==> config.mk <==
export PLATFORM = sky130hd
export DESIGN_NAME = nibble_sequencer
export DESIGN_NICKNAME = d
export VERILOG_FILES = /design/src/rtl/nibble_sequencer.sv
export SDC_FILE = /design/constraint.sdc
export NUM_CORES = 1
export LEC_CHECK = 0
export BUFFER_PORTS_ARGS = -buffer_cell sky130_fd_sc_hd__clkbuf_2
export CORE_AREA = 2 2 102 80
export CTS_BUF_LIST = sky130_fd_sc_hd__clkbuf_2 sky130_fd_sc_hd__clkbuf_4 sky130_fd_sc_hd__clkbuf_8
export DETAILED_ROUTE_END_ITERATION = 8
export DIE_AREA = 0 0 104 82
export GPL_TIMING_DRIVEN = 0
export MAX_ROUTING_LAYER = met4
export SLEW_MARGIN = 10
export SYNTH_ARGS = -nofsm -noshare
export SYNTH_HDL_FRONTEND = slang
export SYNTH_SLANG_ARGS = --single-unit
==> constraint.sdc <==
create_clock -name clock -period 2.2 [get_ports clock]
set_input_delay 0.33 -clock clock [delete_from_list [all_inputs] [get_ports clock]]
set_output_delay 0.33 -clock clock [all_outputs]
set_load 0.02 [all_outputs]
==> src/rtl/nibble_sequencer.sv <==
// ============================================================================
// Module  : nibble_sequencer
// Brief   : Fetch/decode/control FSM for the 4-bit CPU. Fetches 8-bit
//           instructions as two nibbles from a combinational ROM, keeps the
//           PC and drives the datapath control strobes for one EXEC cycle.
// Revision: 1.0 - initial release
// ============================================================================
`default_nettype none

module nibble_sequencer #(
  parameter int PC_WIDTH = 8
) (
  input  logic                clock,
  input  logic                reset,
  input  logic [3:0]          data_i,
  input  logic                take_branch_i,
  output logic [PC_WIDTH:0]   rom_addr_o,
  output logic                sync_o,
  output logic                halt_o,
  output logic [3:0]          inst_operand_o,
  output logic                clear_carry_o,
  output logic                write_carry_o,
  output logic                clear_accumulator_o,
  output logic                write_accumulator_o,
  output logic                write_register_o,
  output logic [2:0]          acc_input_sel_o,
  output logic [1:0]          reg_input_sel_o,
  output logic [1:0]          alu_op_o,
  output logic [2:0]          alu_in0_sel_o,
  output logic [1:0]          alu_in1_sel_o,
  output logic [1:0]          alu_cin_sel_o
);

  localparam logic [2:0] FETCH_OPR = 3'd0;
  localparam logic [2:0] FETCH_OPA = 3'd1;
  localparam logic [2:0] EXEC      = 3'd2;
  localparam logic [2:0] ADDR_HI   = 3'd3;
  localparam logic [2:0] ADDR_LO   = 3'd4;
  localparam logic [2:0] BRANCH    = 3'd5;

  logic [2:0]          state_q, state_d;
  logic [PC_WIDTH-1:0] pc_q, pc_d;
  logic [3:0]          opr_q, opr_d;
  logic [3:0]          opa_q, opa_d;
  logic [7:0]          tgt_q, tgt_d;
  logic                halt_q, halt_d;

  // Two-byte instructions carry their target in the byte after the opcode.
  logic [PC_WIDTH-1:0] pc_inc;
  logic                is_jump;
  assign pc_inc  = pc_q + PC_WIDTH'(1);
  assign is_jump = (opr_q == 4'h1) || (opr_q == 4'h4);

  // State and datapath registers; synchronous reset to the fetch of address 0.
  always_ff @(posedge clock) begin
    if (reset) begin
      state_q <= FETCH_OPR;
      pc_q    <= '0;
      opr_q   <= '0;
      opa_q   <= '0;
      tgt_q   <= '0;
      halt_q  <= 1'b0;
    end else begin
      state_q <= state_d;
      pc_q    <= pc_d;
      opr_q   <= opr_d;
      opa_q   <= opa_d;
      tgt_q   <= tgt_d;
      halt_q  <= halt_d;
    end
  end

  // Next-state logic; everything holds while halted.
  always_comb begin
    state_d = state_q;
    pc_d    = pc_q;
    opr_d   = opr_q;
    opa_d   = opa_q;
    tgt_d   = tgt_q;
    halt_d  = halt_q;
    if (!halt_q) begin
      case (state_q)
        FETCH_OPR: begin
          opr_d   = data_i;
          state_d = FETCH_OPA;
        end
        FETCH_OPA: begin
          opa_d   = data_i;
          state_d = EXEC;
        end
        EXEC: begin
          if (is_jump) begin
            state_d = ADDR_HI;
          end else begin
            pc_d    = pc_inc;
            state_d = FETCH_OPR;
            if ((opr_q == 4'h0) && (opa_q == 4'h1)) halt_d = 1'b1;
          end
        end
        ADDR_HI: begin
          tgt_d[7:4] = data_i;
          state_d    = ADDR_LO;
        end
        ADDR_LO: begin
          tgt_d[3:0] = data_i;
          state_d    = BRANCH;
        end
        BRANCH: begin
          // JUN always jumps; JCN jumps only on the datapath condition.
          if ((opr_q == 4'h4) || take_branch_i) pc_d = PC_WIDTH'(tgt_q);
          else                                  pc_d = pc_q + PC_WIDTH'(2);
          state_d = FETCH_OPR;
        end
        default: state_d = FETCH_OPR;
      endcase
    end
  end

  // Output decode: ROM address per fetch phase, controls only in EXEC.
  always_comb begin
    rom_addr_o          = {pc_q, 1'b0};
    sync_o              = (state_q == FETCH_OPR);
    halt_o              = halt_q;
    inst_operand_o      = opa_q;
    clear_carry_o       = 1'b0;
    write_carry_o       = 1'b0;
    clear_accumulator_o = 1'b0;
    write_accumulator_o = 1'b0;
    write_register_o    = 1'b0;
    acc_input_sel_o     = 3'd0;
    reg_input_sel_o     = 2'd0;
    alu_op_o            = 2'd0;
    alu_in0_sel_o       = 3'd0;
    alu_in1_sel_o       = 2'd0;
    alu_cin_sel_o       = 2'd0;

    case (state_q)
      FETCH_OPA: rom_addr_o = {pc_q, 1'b1};
      ADDR_HI:   rom_addr_o = {pc_inc, 1'b0};
      ADDR_LO:   rom_addr_o = {pc_inc, 1'b1};
      default:   rom_addr_o = {pc_q, 1'b0};
    endcase

    // A reset arriving in EXEC must not let a write through.
    if ((state_q == EXEC) && !halt_q && !reset) begin
      case (opr_q)
        4'h6: begin  // INC
          write_register_o = 1'b1;
          reg_input_sel_o  = 2'd1;
          alu_in0_sel_o    = 3'd1;
          alu_in1_sel_o    = 2'd1;
          alu_cin_sel_o    = 2'd2;
        end
        4'h8: begin  // ADD
          write_accumulator_o = 1'b1;
          acc_input_sel_o     = 3'd2;
          write_carry_o       = 1'b1;
        end
        4'h9: begin  // SUB
          write_accumulator_o = 1'b1;
          acc_input_sel_o     = 3'd2;
          write_carry_o       = 1'b1;
          alu_op_o            = 2'd1;
          alu_cin_sel_o       = 2'd3;
        end
        4'hA: write_accumulator_o = 1'b1;  // LD
        4'hB: begin  // XCH
          write_accumulator_o = 1'b1;
          write_register_o    = 1'b1;
        end
        4'hD: begin  // LDM
          write_accumulator_o = 1'b1;
          acc_input_sel_o     = 3'd3;
        end
        4'hF: begin
          case (opa_q)
            4'h0: begin  // CLB
              clear_accumulator_o = 1'b1;
              clear_carry_o       = 1'b1;
            end
            4'h1: clear_carry_o = 1'b1;  // CLC
            4'h2: begin  // IAC
              write_accumulator_o = 1'b1;
              acc_input_sel_o     = 3'd2;
              write_carry_o       = 1'b1;
              alu_in1_sel_o       = 2'd1;
              alu_cin_sel_o       = 2'd2;
            end
            4'h3: begin  // TCC
              write_accumulator_o = 1'b1;
              acc_input_sel_o     = 3'd4;
              clear_carry_o       = 1'b1;
            end
            default: ;
          endcase
        end
        default: ;
      endcase
    end
  end

endmodule

`default_nettype wire
Word-level counts from Yosys, hierarchy flattened
Index checks and enable logic that the tools add are counted.
{"block": "word_totals", "reg_bits": 28, "input_bits": 7, "output_inout_bits": 34, "wordCells": 88}
{"block": "op_classes", "add_sub_neg": 2, "n_eq_ne": 18, "n_mux": 39, "bitwise": 1, "reduce_logical": 21}
{"op": "$pmux W9 S3", "count": 1}
{"op": "$eq A4 B4 Y1 const B", "count": 6}
{"op": "$mux W1", "count": 24}
{"op": "$mux W8", "count": 2}
{"op": "$pmux W8 S2", "count": 1}
{"op": "$pmux W3 S5", "count": 1}
{"op": "$pmux W3 S3", "count": 1}
{"op": "$add A8 B1 Y8 const B", "count": 1}
{"op": "$add A8 B2 Y8 const B", "count": 1}
{"op": "$eq A4 B1 Y1 const B", "count": 2}
{"op": "$eq A4 B2 Y1 const B", "count": 2}
{"op": "$eq A4 B3 Y1 const B", "count": 2}
{"op": "$logic_not A4 Y1", "count": 2}
{"op": "$reduce_and A2 Y1", "count": 4}
{"op": "$eq A3 B2 Y1 const B", "count": 2}
{"op": "$eq A3 B3 Y1 const B", "count": 2}
{"op": "$mux W2", "count": 3}
{"op": "$pmux W1 S2", "count": 3}
{"op": "$pmux W2 S3", "count": 1}
{"op": "$pmux W3 S2", "count": 1}
{"op": "$reduce_or A2 Y1", "count": 3}
{"op": "$reduce_or A5 Y1", "count": 1}
{"op": "$eq A3 B1 Y1 const B", "count": 1}
{"op": "$logic_and A1 B1 Y1", "count": 3}
{"op": "9 further kinds", "count": 11}

Logic depth before layout (Yosys ltp)
Gate-level depths: netlist (run 1).
{"block": "depth", "ltp_word": 6, "depth_mapped": 7}

Least setup slack after synthesis (run 1)
OpenSTA, ideal clock, no wires.
{"block": "synth_path", "kind": "reg-to-output", "startpoint": "register halt_q, in the netlist halt_o", "endpoint": "output port reg_input_sel_o[0]", "arrival_time_ps": 1943, "required_time_ps": 1870, "path_slack_ps": -73, "path_stages_with_launch": 5, "n_path_buf": 1, "cell_sequence": "dfxtp_1 > nor4b_4 > nand2_1 > nor4_1 > buf_4"}
{"block": "synth_via", "elab_chain_cells": 4}
{"element": "start: declaration", "line": "46", "rtl": "logic halt_q, halt_d;"}
{"element": "start signal: assignment", "line": "69", "rtl": "halt_q <= halt_d;"}
{"element": "$logic_not A1 Y1", "line": "145", "rtl": "if ((state_q == EXEC) && !halt_q && !reset) begin"}
{"element": "$logic_and A1 B1 Y1 (2 in a row)", "line": "145"}
{"element": "$mux W1", "line": "145"}
{"element": "end: declaration", "line": "27", "rtl": "output logic [1:0] reg_input_sel_o,"}
No other way between the ends.

Worst setup path after layout (run 1)
{"block": "layout_path", "startpoint": "register opr_q[1]", "endpoint": "output port acc_input_sel_o[1]"}
{"block": "layout_via", "elab_chain_cells": 4, "elab_cells_between_ends": 7}
{"element": "start: declaration", "line": "43", "rtl": "logic [3:0] opr_q, opr_d;"}
{"element": "start signal: assignment", "line": "66", "rtl": "opr_q <= opr_d;"}
{"element": "$eq A4 B4 Y1", "line": "146", "rtl": "case (opr_q)"}
{"element": "$reduce_or A2 Y1 (no line)"}
{"element": "$pmux W3 S3 *", "line": "146"}
{"element": "$mux W3 *", "line": "145"}
{"element": "end: declaration", "line": "26", "rtl": "output logic [2:0] acc_input_sel_o,"}
Every way passes the cells marked *; elsewhere a longest branch is shown, timed or not.

==> results of run 1 <==
per-layer routing:
layer | track usage (%) | vias up | share of wire (%)
li1 | - | 930 | -
met1 | 16.1 | 896 | 49
met2 | 19.3 | 48 | 46
met3 | 2.22 | 2 | 4.3
met4 | 3.11 | 0 | 0.67
met5 | - | - | 0
cell usage in the layout (no fill, tap or decap), drive strengths merged, types with 3 or more instances in the layout:
cell type	instances
buf	35
nor2	33
clkbuf	32
nand2	30
dfxtp	28
a21oi	18
mux2i	14
nor3	11
xnor2	8
nand3	8
inv	5
conb	5
nor3b	5
o21ai	4
nor2b	4
o221a	3
or3	3
and3	3
a31oi	3
tightest hold or removal path, delay by kind of cell:
| kind | cells | cell delay [ns] |
|---|---|---|
| compound gates | 1 | 0.05 |
| buf+inv | 1 | 0.12 |
| simple gates | 1 | 0.07 |
kinds of logic after synthesis:
logic type / count (synthesis) / share of synthesized area (%)
other: 1 / 0.196
AO/OA/AOI/OAI: 45 / 16.2
buffers and inverters: 24 / 7.54
multiplexers: 16 / 9.17
XOR/XNOR: 9 / 4.13
adder cells (fa/ha/maj): 2 / 1.31
flip-flops: 28 / 29.4
AND/OR/NAND/NOR: 111 / 32.1
flip-flops by register name (all words and copies together), names as in the netlist:
name / cells
inst_operand_o: 4
tgt_q: 8
halt_o: 1
state_q: 3
opr_q: 4
pc_q: 8
path summary, 6_finish.rpt:
| path | startpoint | endpoint | slack (ns) | depth (start not counted) |
|---|---|---|---|---|
| setup / recovery | opr_q[1]$_SDFFE_PP0P_ | acc_input_sel_o[1] | 0.03 | 7 |
| hold / removal | data_i[0] | inst_operand_o[0]$_SDFFE_PP0P_ | 0.33 | 3 |
| setup reg to reg | state_q[1]$_SDFFE_PP0N_ | pc_q[4]$_SDFFE_PP0P_ | 0.33 | 7 |
| hold reg to reg | tgt_q[4]$_SDFFE_PP0P_ | tgt_q[4]$_SDFFE_PP0P_ | 0.50 | 2 |
layout make-up:
class / instances / area [um2]
inverter: 5 / 18.8
tap: 105 / 131
timing repair buffer: 47 / 297
fill: 798 / 5050
buffer: 17 / 116
clock buffer: 3 / 41.3
sequential: 28 / 578
clock inverter: 1 / 30.0
multi-input combinational: 188 / 1310
stage by stage:
stage / TNS (ns) / instance area, um2
2_1_floorplan: 0 / 1930
4_1_cts: -0.0114 / 2370
3_3_place_gp: 0 / 2230
6_report: 0 / 2520
3_5_place_dp: 0 / 2230
5_1_grt: -0.168 / 2520
timing repair:
item                       4_1_cts  5_1_grt
gates cloned                     0        0
gates resized for setup         15       34
hold buffers                     0        0
buffers inserted                 4        9
pin swaps                        3        7
setup endpoints to repair       15       17
hold endpoints to repair         0        0
power breakdown:
group,total (mW),leakage [nW],switching [mW],internal (mW)
Combinational,0.377,0.729,0.220,0.157
Clock,0.409,0.0357,0.165,0.244
Sequential,0.571,0.232,0.0359,0.535
Total,1.36,0.996,0.421,0.936
==> flow_metrics.env, run 1 <==
export IMPL_critical_path_top_delay_family="simple AND/OR/NAND/NOR gates"
export IMPL_drive_gt1_share_pct=35.6
export IMPL_dr_pass1_iters=4
export IMPL_yosysWarnings=0
export IMPL_wl_mm=5.20
export IMPL_slowest_delay_ns=0.44
export IMPL_io_buffers=34
export IMPL_chipWidth_um=104
export IMPL_hold_ws_ns=0.328
export IMPL_tightestPinTransition_ns=0.637
export IMPL_grt_total_usage_pct=12.2
export IMPL_drv_cap=0
export IMPL_wl_per_cell_um=13.2
export IMPL_slowest_stage="or4_4"
export IMPL_ys_seq_elements=28
export IMPL_status="finished clean"
export IMPL_slew_violations=0
export IMPL_slew_headroom_pct=57.2
export IMPL_synth_commonest_cells="nor2_1, nand2_1, dfxtp_1, a21oi_1, mux2i_1"
export IMPL_ios=41
export IMPL_vias=1876
export IMPL_grt_ovfl_total=0
export IMPL_grt_pass1_wl_mm=8.21
export IMPL_p_per_area_nw_per_um2=539
export IMPL_finalHoldViolCount=0
export IMPL_crit_path_end_kind="primary output"
export IMPL_ys_seq_area_share_pct=29.4
export IMPL_gp_congestion=0.852
export IMPL_clock_tree_buffer_depth=2
export IMPL_synth_distinct_cells=54
export IMPL_rsz0062_at_grt="true"
export IMPL_fmax_mhz=460
export IMPL_cts_htree_levels=1
export IMPL_die_y_um=82
export IMPL_path_clk_slew_ns=0.10
export IMPL_ant_nets=0
export IMPL_syn2layout_area_growth_pct=31.9
export IMPL_yosysTopAreaCellShare_pct=29.4
export IMPL_critPathMaxFanout=7
export IMPL_core_um2=7570
export IMPL_dp_slack_ns=0.128
export IMPL_dpl_cell_count=379
export IMPL_cts_sinks=28
export IMPL_ir_drop_uv=275
export IMPL_critPathRequiredTime_ns=1.87
export IMPL_num_antenna_cells=0
export IMPL_drtIter0Drc=134
export IMPL_skew_ns=0.00758
export IMPL_cts_made_buffers=3
export IMPL_p_leak_nw=0.996
export IMPL_fin_cells=394
export IMPL_crit_top_cell="buf_6"
export IMPL_grt_pass1_vias=1704
export IMPL_yosysMostFrequentCell="nor2_1"
export IMPL_crit_path_start_kind="flip-flop"
export IMPL_cts_tree="yes"
export IMPL_syn_area_per_cell_um2=8.09
export IMPL_layout_setup_ws_ns=0.0257
export IMPL_rows=28
export IMPL_synth_edff_count=0
export IMPL_drc=0
export IMPL_place_hpwl_mm=3.82
export IMPL_finish_utilization_pct=33.3
export IMPL_synth_area_leaders="dfxtp_1, mux2i_1, nor2_1"
export IMPL_start_util_pct=25.2
export IMPL_worst_setup_path_type="reg -> out"
export IMPL_finalPower_mw=1.36
export IMPL_fin_crit_ns=2.17
export IMPL_clock_latency_ns=0.28
export IMPL_final_nets=299
export IMPL_cp_data_arrival_time_ns=1.84
export IMPL_fin_crit_sh_pct=98.8
export IMPL_hp_class="in -> reg"
export IMPL_cp_buffers_inverters=2
export IMPL_async_flop_share_pct=0
export IMPL_via_per_inst=4.76
export IMPL_grt_max_degree=17
export IMPL_root_buffer="clkbuf_8"
export IMPL_cp_cell_sequence="buf_6 > nand2_4 > or4_4 > nor3b_4 > o21a_1 > or2_1 > buf_6"
export IMPL_synthFlopType="dfxtp_1"
export IMPL_grt_antenna_before_repair=0
export IMPL_synthesis_area_um2=1910
export IMPL_netlist_instances=236
export IMPL_setup_viol=0
export IMPL_dieArea_um2=8530
export IMPL_synth_top_cell_by_area="dfxtp_1"
(Power assumes the default switching activity.)
==> run 2, diff against run 1 <==
Settings changed: CELL_PAD_IN_SITES_DETAIL_PLACEMENT set to 1, CELL_PAD_IN_SITES_GLOBAL_PLACEMENT set to 1, PLACE_DENSITY_LB_ADDON set to 0.1.
==> run 2 against run 1 <==
The flow now finishes with violations (negative setup slack). Sequential power about the same. Critical endpoint unchanged. Clock power increased by 4%. Power increased by 1.5%. Count of clock-buffer cells in the layout unchanged. Core utilization decreased by 0.23 points. Non-clock buffer count decreased by 3. Combinational power increased by 1%. Final area decreased by 0.70%. Global-route usage increased by 2.9 points. Register-to-register slack got worse by 0.05 ns.
==> flow_metrics.env, run 2 (synthesis gave the netlist of run 1 again) <==
export IMPL_num_antenna_cells=0
export IMPL_dieArea_um2=8530
export IMPL_via_per_inst=4.77
export IMPL_cts_sinks=28
export IMPL_p_leak_nw=0.980
export IMPL_grt_total_usage_pct=15.1
export IMPL_grt_max_degree=17
export IMPL_setup_viol=1
export IMPL_root_buffer="clkbuf_8"
export IMPL_layout_commonest_cell="nor2_1"
export IMPL_drtIter0Drc=63
export IMPL_critPathRequiredTime_ns=1.87
export IMPL_drv_cap=0
export IMPL_p_per_area_nw_per_um2=551
export IMPL_cts_htree_levels=1
export IMPL_holdCritStartpoint="data_i[0]"
export IMPL_clock_latency_ns=0.28
export IMPL_cts_tree="yes"
export IMPL_fin_crit_sh_pct=101
export IMPL_hold_ws_ns=0.316
export IMPL_dp_slack_ns=0.0491
export IMPL_dr_pass1_iters=4
export IMPL_io_buffers=34
export IMPL_grt_pass1_vias=1783
export IMPL_grt_pass1_wl_mm=9.76
export IMPL_finish_utilization_pct=33.1
export IMPL_setup_tns_ns=-0.0201
export IMPL_violations="negative setup slack"
export IMPL_min_delay_path_depth=3
export IMPL_finalHoldViolCount=0
export IMPL_tightestPinTransition_ns=0.722
export IMPL_worstReg2RegStart="state_q[1]$_SDFFE_PP0N_"
export IMPL_core_um2=7570
export IMPL_drive_gt1_share_pct=35.0
export IMPL_cp_data_arrival_time_ns=1.89
export IMPL_status="finished, violations left"
export IMPL_place_hpwl_mm=4.46
export IMPL_wl_mm=6.11
export IMPL_hp_class="in -> reg"
export IMPL_cts_made_buffers=3
export IMPL_worst_setup_path_type="reg -> out"
export IMPL_critPathMaxFanout=2
export IMPL_fin_crit_ns=2.22
export IMPL_clock_tree_buffer_depth=2
export IMPL_multi_input_area_um2=1290
export IMPL_hold_path_end="inst_operand_o[0]$_SDFFE_PP0P_"
export IMPL_reg2reg_depth=6
export IMPL_rows=28
export IMPL_die_y_um=82
export IMPL_grt_antenna_before_repair=0
export IMPL_ant_nets=0
export IMPL_crit_path_end_kind="primary output"
export IMPL_rrSetupSlack_ns=0.28
export IMPL_gp_congestion=0.735
export IMPL_start_util_pct=25.2
export IMPL_ios=41
export IMPL_register_area_um2=586
export IMPL_final_nets=296
export IMPL_vias=1866
export IMPL_slew_violations=0
export IMPL_final_cell_mix="nor2_1, nand2_1, clkbuf_2"
export IMPL_syn2layout_area_growth_pct=31.0
export IMPL_reg_top3="pc_q (8), tgt_q (8)"
export IMPL_wl_per_cell_um=15.6
export IMPL_layout_setup_ws_ns=-0.0201
export IMPL_chipWidth_um=104
export IMPL_fmax_mhz=450
export IMPL_grt_ovfl_total=0
export IMPL_drc=0
export IMPL_slew_headroom_pct=51.5
export IMPL_ir_drop_uv=244
export IMPL_path_clk_slew_ns=0.10
export IMPL_skew_ns=0.00206
export IMPL_reg2reg_to="inst_operand_o[1]$_SDFFE_PP0P_"
export IMPL_rsz0062_at_grt="true"
export IMPL_crit_path_start_kind="flip-flop"
export IMPL_fillers=950
run 2: cell count changes in the layout (fill, tap and decap cells not counted), sizes merged:
cell	change
buf	-2
clkbuf	-1
run 2: stage by stage:
step                instances  instance area, um2  total power [mW]
global placement          379                2230             0.921
CTS                       390                2430              1.39
floorplan                 240                1930             0.822
global route              391                2500              1.45
finish                    391                2500              1.38
detailed placement        379                2230             0.921
run 2: area by class of cell:
class | instances | share of cell area, %
inverter | 5 | 0.750
sequential | 28 | 23.4
timing repair buffer | 43 | 11.1
clock buffer | 3 | 1.65
multi-input combinational | 188 | 51.6
buffer | 18 | 5.10
clock inverter | 1 | 1.20
tap | 105 | 5.25
run 2: worst max path at each step:
stage / endpoint / slack, ns / from
floorplan: clear_accumulator_o / 0.15 / opr_q[3]$_SDFFE_PP0P_
global placement: acc_input_sel_o[1] / 0.05 / reset
detailed placement: acc_input_sel_o[1] / 0.05 / reset
CTS: alu_cin_sel_o[1] / -0.02 / opr_q[3]$_SDFFE_PP0P_
global route: acc_input_sel_o[1] / -0.11 / opr_q[2]$_SDFFE_PP0P_
finish: acc_input_sel_o[1] / -0.02 / opr_q[3]$_SDFFE_PP0P_
run 2: power by group:
group | internal [mW] | switching, mW
clock | 0.244 | 0.181
combinational | 0.153 | 0.228
sequential | 0.536 | 0.0356
total | 0.933 | 0.445
run 2: worst max-delay path: stages (launching register included):
cell and delay, ns:
dfxtp_2 0.35, buf_6 0.11, nand2_2 0.04, or4_4 0.43, nor3b_4 0.26, o21a_1 0.17, or2_1 0.11, clkbuf_8 0.14
run 2: layer usage:
| metal | GRT usage [%] | up-vias | part of all wire, % | wire (um) |
|---|---|---|---|---|
| met5 | - | - | 0 | 0 |
| met4 | 3.11 | 0 | 0.90 | 55 |
| met3 | 2.78 | 6 | 3.2 | 193 |
| met2 | 22.0 | 26 | 42 | 2590 |
| met1 | 21.6 | 911 | 54 | 3280 |
| li1 | - | 923 | - | - |
run 2: what timing repair did:
item | in CTS | in global routing
endpoints found under the setup margin | 17 | 17
hold buffers | 0 | 0
pin swaps | 4 | 7
setup buffers | 7 | 2
resized for setup | 22 | 31
==> run 3, diff against run 2 <==
Settings changed: ABC_AREA set to 1, BUFFER_PORTS_ARGS -buffer_cell sky130_fd_sc_hd__clkbuf_2 to unset, CORE_AREA 2 2 102 80 to 2 2 100 78, DIE_AREA 0 0 104 82 to 0 0 102 80, DONT_BUFFER_PORTS set to 1.
==> run 3 against run 2 <==
The run still ends with negative setup slack left. Worst setup slack gained 0.0044 ns. Synthesized area decreased by 3.9%. Sequential power increased by 7.3%. Critical endpoint is now alu_cin_sel_o[1]. Die area is 4.3% lower. Largest cell class unchanged. Via count decreased by 1.6%. Sequential share of layout area grew 3.3 points. Sequential cell count unchanged. Final area down 16%. Largest power group unchanged. Critical path depth did not move. Maximum frequency up 0.20%.
==> flow_metrics.env, run 3 <==
export IMPL_final_nets=299
export IMPL_reg_top3="pc_q (8), tgt_q (8)"
export IMPL_synthesis_area_um2=1830
export IMPL_tightestPinTransition_ns=0.647
export IMPL_wl_mm=5.96
export IMPL_grt_antenna_before_repair=0
export IMPL_rrSetupSlack_ns=0.40
export IMPL_ant_nets=0
export IMPL_slowest_delay_ns=0.40
export IMPL_yosysMostFrequentCell="nand2_1"
export IMPL_p_leak_nw=0.857
export IMPL_drc=0
export IMPL_netlist_instances=281
export IMPL_ios=41
export IMPL_wl_met3_um=289
export IMPL_dp_slack_ns=0.174
export IMPL_layout_setup_ws_ns=-0.0156
export IMPL_critPathMaxFanout=4
export IMPL_p_int_mw=0.894
export IMPL_grt_pass1_wl_mm=9.61
export IMPL_dpl_cell_count=386
export IMPL_fin_cells=390
export IMPL_slew_headroom_pct=56.4
export IMPL_dieArea_um2=8160
export IMPL_clock_tree_buffer_depth=2
export IMPL_num_antenna_cells=0
export IMPL_syn_area_per_cell_um2=6.53
export IMPL_cts_sinks=28
export IMPL_crit_path_start_kind="flip-flop"
export IMPL_worstReg2RegStart="state_q[0]$_SDFFE_PP0N_"
export IMPL_grt_pass1_vias=1828
export IMPL_drtIter0Drc=76
export IMPL_rsz0062_at_grt="true"
export IMPL_path_clk_slew_ns=0.11
export IMPL_clock_latency_ns=0.29
export IMPL_yosysTopAreaCellShare_pct=30.6
export IMPL_p_per_area_nw_per_um2=666
export IMPL_dr_pass1_iters=4
export IMPL_hold_path_end="tgt_q[4]$_SDFFE_PP0P_"
export IMPL_worst_setup_path_type="reg -> out"
export IMPL_ys_seq_area_share_pct=30.6
export IMPL_vias=1836
export IMPL_fmax_mhz=451
export IMPL_reg2reg_to="opr_q[1]$_SDFFE_PP0P_"
export IMPL_status="finished, violations left"
export IMPL_hp_class="in -> reg"
export IMPL_ys_seq_elements=28
export IMPL_async_flop_share_pct=0
export IMPL_synthFlopType="dfxtp_1"
export IMPL_holdCritStartpoint="data_i[0]"
export IMPL_sw_frac_of_total_pct=36.4
export IMPL_drv_cap=0
export IMPL_slowest_stage="dfxtp_1"
export IMPL_chipWidth_um=102
export IMPL_grt_max_degree=17
export IMPL_syn2layout_area_growth_pct=15.1
export IMPL_slew_violations=0
export IMPL_synth_distinct_cells=35
export IMPL_pwr_share_comb_pct=25.6
export IMPL_dpl_instance_area_um2=1980
export IMPL_gp_congestion=0.755
export IMPL_reg2reg_depth=6
export IMPL_p_seq_share_pct=43.6
export IMPL_cts_tree="yes"
export IMPL_finalPower_mw=1.41
export IMPL_setup_viol=1
export IMPL_wl_met1_mm=3.14
export IMPL_min_delay_path_depth=2
export IMPL_cts_made_buffers=3
export IMPL_setup_tns_ns=-0.0156
export IMPL_crit_top_cell="inv_1"
export IMPL_routed_wl_met2_mm=2.49
export IMPL_cts_htree_levels=1
export IMPL_place_hpwl_mm=4.57
export IMPL_io_buffers=0
export IMPL_crit_path_end_kind="primary output"
export IMPL_layout_commonest_cell="nand2_1"
export IMPL_ir_drop_uv=278
export IMPL_via_per_inst=4.71
export IMPL_die_y_um=80
export IMPL_yosysWarnings=0
export IMPL_fin_crit_sh_pct=101
export IMPL_synth_edff_count=0
export IMPL_rows=27
export IMPL_violations="negative setup slack"
export IMPL_grt_total_usage_pct=15.7
export IMPL_critPathRequiredTime_ns=1.87
export IMPL_fin_crit_ns=2.22
export IMPL_synth_area_leaders="dfxtp_1, nand2_1, a21oi_1"
export IMPL_clock_power_share_pct=30.8
export IMPL_root_buffer="clkbuf_8"
export IMPL_synth_commonest_cells="nand2_1, nor2_1, a21oi_1, inv_1"
export IMPL_cp_cell_sequence="nor2_1 > inv_1 > nor3_1 > inv_1 > o22ai_2 > nor2_1 > inv_1"
export IMPL_fin_area_um2=2110
export IMPL_final_cell_mix="nand2_1, nor2_1, a21oi_1"
export IMPL_skew_ns=0.00677
export IMPL_wl_per_cell_um=15.3
export IMPL_grt_ovfl_total=0
export IMPL_start_util_pct=25.6
export IMPL_finalHoldViolCount=0
export IMPL_p_sw_mw=0.512
export IMPL_drive_gt1_share_pct=15.6
export IMPL_cp_data_arrival_time_ns=1.89
export IMPL_synth_top_cell_by_area="dfxtp_1"
export IMPL_core_um2=7160
export IMPL_highest_layer="met4"
-- run 3: repair_timing --
action,in CTS,in global routing
hold buffers,0,0
endpoints found under the hold margin,0,0
setup endpoints to repair,7,11
gates resized for setup,6,8
pin swaps,0,0
buffers inserted,0,0
-- run 3: final cells by class --
type,count,area (um2)
Fill cell,954,5050
Sequential cell,28,564
Tap cell,101,126
Inverter,32,120
Multi-Input combinational cell,211,1130
Clock inverter,1,30.0
Buffer,14,96.3
Clock buffer,3,41.3
-- run 3: through the flow --
| step | util (%) | hold slack, ns |
|---|---|---|
| after floorplan | - | 0.429 |
| after global placement | 27.6 | 0.442 |
| after detailed placement | 27.6 | 0.464 |
| after CTS | 28.9 | 0.165 |
| after global routing | 29.5 | 0.169 |
| final | 29.5 | 0.170 |
-- run 3: cells by family after synthesis --
group           count (synthesis)  synth area share (%)
compound gates                 67                  20.0
mux                             3                  2.05
buf+inv                        46                  11.8
other cells                     1                 0.204
simple gates                  129                  31.7
fa+ha+maj                       2                  1.36
xor+xnor                        5                  2.39
flops                          28                  30.6
-- run 3: power groups by stage --
| stage | logic, mW | clock network (mW) | registers, mW |
|---|---|---|---|
| after floorplan | 0.271 | 0 | 0.607 |
| after global placement | 0.349 | 0 | 0.621 |
| after detailed placement | 0.350 | 0 | 0.622 |
| after CTS | 0.355 | 0.446 | 0.613 |
| after global routing | 0.408 | 0.459 | 0.621 |
| final | 0.360 | 0.433 | 0.614 |
-- run 3: critical path, delay by kind of cell, from the launching register on --
kind                   cells  cell delay (ns)
buffers and inverters      3             0.42
AOI/OAI and AO/OA          1             0.25
DFF                        1             0.40
and+or+nand+nor            3             0.51
-- run 3: how the worst max path moves through the flow --
stage	from	end	slack (ns)	cells after the start
after floorplan	state_q[1]$_SDFFE_PP0N_	clear_carry_o	0.34	7
after global placement	state_q[1]$_SDFFE_PP0N_	clear_carry_o	0.17	7
after detailed placement	state_q[1]$_SDFFE_PP0N_	clear_carry_o	0.17	7
after CTS	inst_operand_o[3]$_SDFFE_PP0P_	alu_cin_sel_o[1]	-0.16	7
after global routing	state_q[0]$_SDFFE_PP0N_	rom_addr_o[8]	-0.11	7
final	inst_operand_o[3]$_SDFFE_PP0P_	alu_cin_sel_o[1]	-0.02	7
-- run 3: per-layer routing --
metal | up-vias | GRT usage [%]
met5 | - | -
met4 | 0 | 2.80
met3 | 5 | 2.98
met2 | 30 | 22.3
met1 | 869 | 23.3
li1 | 932 | -
